## src/rtl/sync_fifo_buf.sv

```systemverilog
// sync_fifo_buf: valid/ready FIFO of DEPTH words with one-cycle latency and
// no fall-through. Defining SYNC_FIFO_BUF_STATS_EN adds the xfer_cnt and
// peak_level statistics outputs.
module sync_fifo_buf #(
    parameter int DATA_WIDTH = 8,
    parameter int DEPTH      = 4,
    localparam int AW        = $clog2(DEPTH)
) (
    input  logic                  clk,
    input  logic                  rst_n,
    input  logic [DATA_WIDTH-1:0] in_data,
    input  logic                  in_valid,
    output logic                  in_ready,
    output logic [DATA_WIDTH-1:0] out_data,
    output logic                  out_valid,
    input  logic                  out_ready,
    output logic [AW:0]           level
`ifdef SYNC_FIFO_BUF_STATS_EN
    ,
    output logic [15:0]           xfer_cnt,
    output logic [AW:0]           peak_level
`endif
);
    logic [DATA_WIDTH-1:0] mem [DEPTH];
    logic [AW:0]           wr_ptr, rd_ptr;
    logic                  push, pop;

    // Status and handshakes come from registered pointers only, so a pop never frees a slot for a push in the same cycle.
    always_comb begin
        in_ready  = !((wr_ptr[AW] != rd_ptr[AW]) && (wr_ptr[AW-1:0] == rd_ptr[AW-1:0]));
        out_valid = wr_ptr != rd_ptr;
        level     = wr_ptr - rd_ptr;
        out_data  = mem[rd_ptr[AW-1:0]];
        push      = in_valid && in_ready;
        pop       = out_valid && out_ready;
    end

    // Pointers advance on accepted transfers and wrap modulo 2*DEPTH.
    always_ff @(posedge clk or negedge rst_n) begin
        if (!rst_n) begin
            wr_ptr <= '0;
            rd_ptr <= '0;
        end else begin
            wr_ptr <= push ? wr_ptr + 1'b1 : wr_ptr;
            rd_ptr <= pop ? rd_ptr + 1'b1 : rd_ptr;
        end
    end

    // Storage is cleared on reset so out_data reads zero until the first write.
    always_ff @(posedge clk or negedge rst_n) begin
        if (!rst_n)
            mem <= '{default: '0};
        else if (push)
            mem[wr_ptr[AW-1:0]] <= in_data;
    end

`ifdef SYNC_FIFO_BUF_STATS_EN
    logic [AW:0] level_nxt;

    // Occupancy after this edge, so the peak tracks the level about to be reached.
    always_comb level_nxt = level + {{AW{1'b0}}, push} - {{AW{1'b0}}, pop};

    // Pop counter wraps naturally; peak holds the highest occupancy since reset.
    always_ff @(posedge clk or negedge rst_n) begin
        if (!rst_n) begin
            xfer_cnt   <= '0;
            peak_level <= '0;
        end else begin
            xfer_cnt   <= xfer_cnt + {15'd0, pop};
            peak_level <= (level_nxt > peak_level) ? level_nxt : peak_level;
        end
    end
`endif
endmodule

```

## config.mk

```make
export PLATFORM = sky130hd
export DESIGN_NAME = sync_fifo_buf
export DESIGN_NICKNAME = d
export VERILOG_FILES = /design/src/rtl/sync_fifo_buf.sv
export SDC_FILE = /design/constraint.sdc
export NUM_CORES = 1
export LEC_CHECK = 0
export BUFFER_PORTS_ARGS = -buffer_cell sky130_fd_sc_hd__buf_2
export CORE_MARGIN = 3
export CORE_UTILIZATION = 53
export CTS_BUF_LIST = sky130_fd_sc_hd__clkbuf_8
export CTS_CLUSTER_DIAMETER = 150
export DETAILED_ROUTE_END_ITERATION = 16
export GPL_ROUTABILITY_DRIVEN = 0
export PLACE_DENSITY = 0.75
export SLEW_MARGIN = 15
export SYNTH_ARGS = -nofsm -noshare
export SYNTH_HDL_FRONTEND = slang
export SYNTH_SLANG_ARGS = --single-unit
export TNS_END_PERCENT = 10
```

## constraint.sdc

```tcl
create_clock -name clk -period 2.45 [get_ports clk]
set_clock_uncertainty 0.15 [all_clocks]
set_input_delay 0.49 -clock clk [delete_from_list [all_inputs] [get_ports clk]]
set_output_delay 0.49 -clock clk [all_outputs]
set_load 0.02 [all_outputs]
```

==> summary.txt <==
Global routing
  – GRT Max-Usage Layer: met2
  – GR Util met1: 23.11%
  – Met2 Use GR: 31.42%
  – First-pass GRT wire length: 5809 um
  – Overflow left after global routing: 0
  – Global-route track usage on met3: 6.066%
  – Initial antenna violation count: 0
  – Largest net degree at the start of global routing: 39
  – Number of global-route vias before repair: 1226
  – GRT Overall Usage: 18.86%

Setup path
  – Startpoint type of the worst setup path: flop
  – Worst path slowest cell: dfrtp_2
  – Type of the worst setup path: flop to primary output
  – Crit. End Element: primary output
  – Worst Path Required: 1.81 ns
  – CP max stage delay: 0.41 ns
  – Worst-path fanout max: 4
  – CP cell instances: inv_2, ha_1, fa_1, xor2_1, buf_2
  – Arrival time worst endpoint: 1.69 ns

Floorplanning
  – Core area: 3178 um2
  – Num ports: 25
  – Die Span X: 64.89 um
  – Die height: 64.89 um
  – DIE AREA: 4211 um2
  – Starting density of the core: 57.83%
  – Num rows: 20

Synthesis
  – Mapped Nets: 142
  – Seq/Total Area, Yosys: 51.74%
  – Cells after Synth: 122
  – Total of warnings raised by yosys: 0
  – Count leader, synth: dfrtp_1
  – Mapped cell area: 1838 um2
  – Yosys cell types: 19
  – Synth Register Bits: 38
  – Avg Inst Size Synth: 15.07 um2
  – Post-synth top cells: dfrtp_1 (38), mux2_2 (35), nand2_1 (9)
  – Cell taking the most area after synthesis: dfrtp_1
  – Post-synth ARST share: 100.0%
  – Post-synth top area share: 51.74%
  – Synth top area cells: dfrtp_1 (52%), mux2_2 (21%), mux4_2 (9.8%)
  – Post-synth top flop: dfrtp_1
  – Post-synth EDFFs: 0

Pwr
  – Max IR drop VDD: 0.8861 mV
  – Psw: 1357 uW
  – Seq pwr share: 32.6%
  – Pleak: 0.0009864 uW
  – P per Cell Area: 1625 nW/um2
  – Int Power: 2189 uW
  – Clk pwr share: 14.0%
  – Switching share of power: 38.26%
  – Logic pwr share: 53.4%

Clock tree
  – Clock root buffer: clkbuf_8
  – Clock sink count: 38
  – Worst-Skew Late Latency: 0.28 ns
  – Post-CTS Setup Bufs: 0
  – H-tree lvl count: 2
  – CTS tree: yes
  – CTS clock-pin slew for the worst setup and hold paths: 0.07 ns
  – Num CTS Buffers: 5
  – Max Root-Sink Buffers: 2

STA
  – Slew HR: 45.60%
  – Tcrit/Tclk final: 95.17%
  – Fin. max-slew vios: 0
  – # setup viols final: 0
  – Period minus WS final: 2.332 ns
  – Worst Tran Pin Value: 0.8160 ns
  – Fmax: 0.4289 GHz
  – Final worst setup slack: 0.1184 ns
  – Setup TNS: 0 ns
  – RSZ-0062 raised after global routing: no
  – Final hold violation count: 0

Run
  – Max Cap Viol: 0

Drt
  – Mean number of vias per cell: 5.404
  – Routed WL per cell: 16.49 um
  – WL final: 3347 um
  – Final antenna-violating net count: 0
  – # DRC: 0
  – Initial DRC Count: 55
  – Vias after detailed routing: 1097
  – First-pass DRT Iterations: 4

Placement
  – Place WS: 0.2977 ns
  – Final HPWL DP: 2445 um
  – Post-DP Area: 2073 um2
  – IO buf count: 24
  – Placed cells: 195

Layout
  – Layout Nets: 178
  – Design Area, Final: 2182 um2
  – Final cell count without fillers: 203
  – Share of layout cells above drive strength 1: 56.60%
  – P&R area growth vs syn: 18.72%
  – Antenna fix cells: 0
  – Final core occ: 68.66%

Hold path
  – HP Class: input port to async pin

Run status
  – Status: completed
==> cells by family (layout without fill, tap and decap cells) <==
group,after synthesis,in the layout,synth area share (%)
and+or+nand+nor,11,11,2.519
DFF,38,38,51.74
xor gates and xnor gates,4,4,2.928
AOI/OAI and AO/OA,8,8,3.267
muxes,44,44,31.79
adders and majority gates,8,8,5.854
buffers and inverters,9,46,1.906
==> power by group through the flow <==
stage               clock network (uW)  registers [uW]  logic [uW]
floorplan                            0            1110        1410
global placement                     0            1140        1850
detailed placement                   0            1170        1910
CTS                                513            1150        1910
global route                       542            1200        2070
finish                             498            1150        1890
==> flip-flops by register name, indices dropped and copies added (netlist names) <==
register,cells
mem,32
rd_ptr,3
wr_ptr,3
==> layer usage <==
metal / routed length, um / vias to the layer above
li1: - / 504
met1: 1460 / 564
met2: 1673 / 24
met3: 176 / 5
met4: 36 / 0
met5: 0 / -
==> cell type report <==
cell class	count	area [um2]
multi-input cells	75	853.3
clock inverters	3	37.54
clock buffers	5	68.82
inverters	6	22.52
flip-flops and latches	38	952.2
well taps	44	55.05
fillers	239	996.0
repair buffers	32	192.7
==> critical path: cells and delay by family, from the launching register on <==
| kind | cells | cell delay, ns |
|---|---|---|
| adder cells (fa/ha/maj) | 2 | 0.61 |
| XOR/XNOR | 1 | 0.16 |
| flip-flops | 1 | 0.41 |
| buffers and inverters | 2 | 0.23 |
==> stage by stage <==
| step | total power, uW | hold WS (ns) |
|---|---|---|
| 5_1_grt | 3813 | 0.2123 |
| 3_3_place_gp | 2992 | 0.3333 |
| 4_1_cts | 3582 | 0.1697 |
| 3_5_place_dp | 3072 | 0.3421 |
| 6_report | 3546 | 0.1439 |
| 2_1_floorplan | 2513 | 0.04441 |
==> worst paths after layout <==
check	startpoint	endpoint	slack (ns)	cells past startpoint
worst min register to register	mem[8]	mem[8]	0.35	1
worst max register to register	wr_ptr[0]	mem[16]	0.39	6
min in group clk	in_data[5]	mem[29]	0.32	2
max in group asynchronous	rst_n	wr_ptr[0]	1.44	1
worst min-delay path	rst_n	mem[29]	0.14	1
worst max-delay path	wr_ptr[0]	level[2]	0.12	5
==> cell usage in the layout, fill, tap and decap left out <==
master and count:
and2_2 1, a21bo_2 1, fa_1 1, a21oi_2 4, dfrtp_1 37, ha_1 7, dfrtp_2 1, nand2_1 9
mux2i_1 1, bufinv_16 1, inv_2 1, mux4_2 8, mux2_2 35, buf_4 7, xor2_4 1, clkbuf_8 5
inv_1 7, xnor2_1 2, xor2_1 1, o21ai_0 2, buf_2 24, nand2b_1 1, buf_12 1, o21ai_1 1
==> repair_timing <==
| action | in CTS | in global routing |
|---|---|---|
| gates resized for setup | 0 | 3 |
| hold buffers | 0 | 0 |
| setup endpoints to repair | 0 | 4 |
| hold endpoints to repair | 0 | 0 |
(Power assumes the default switching activity.)
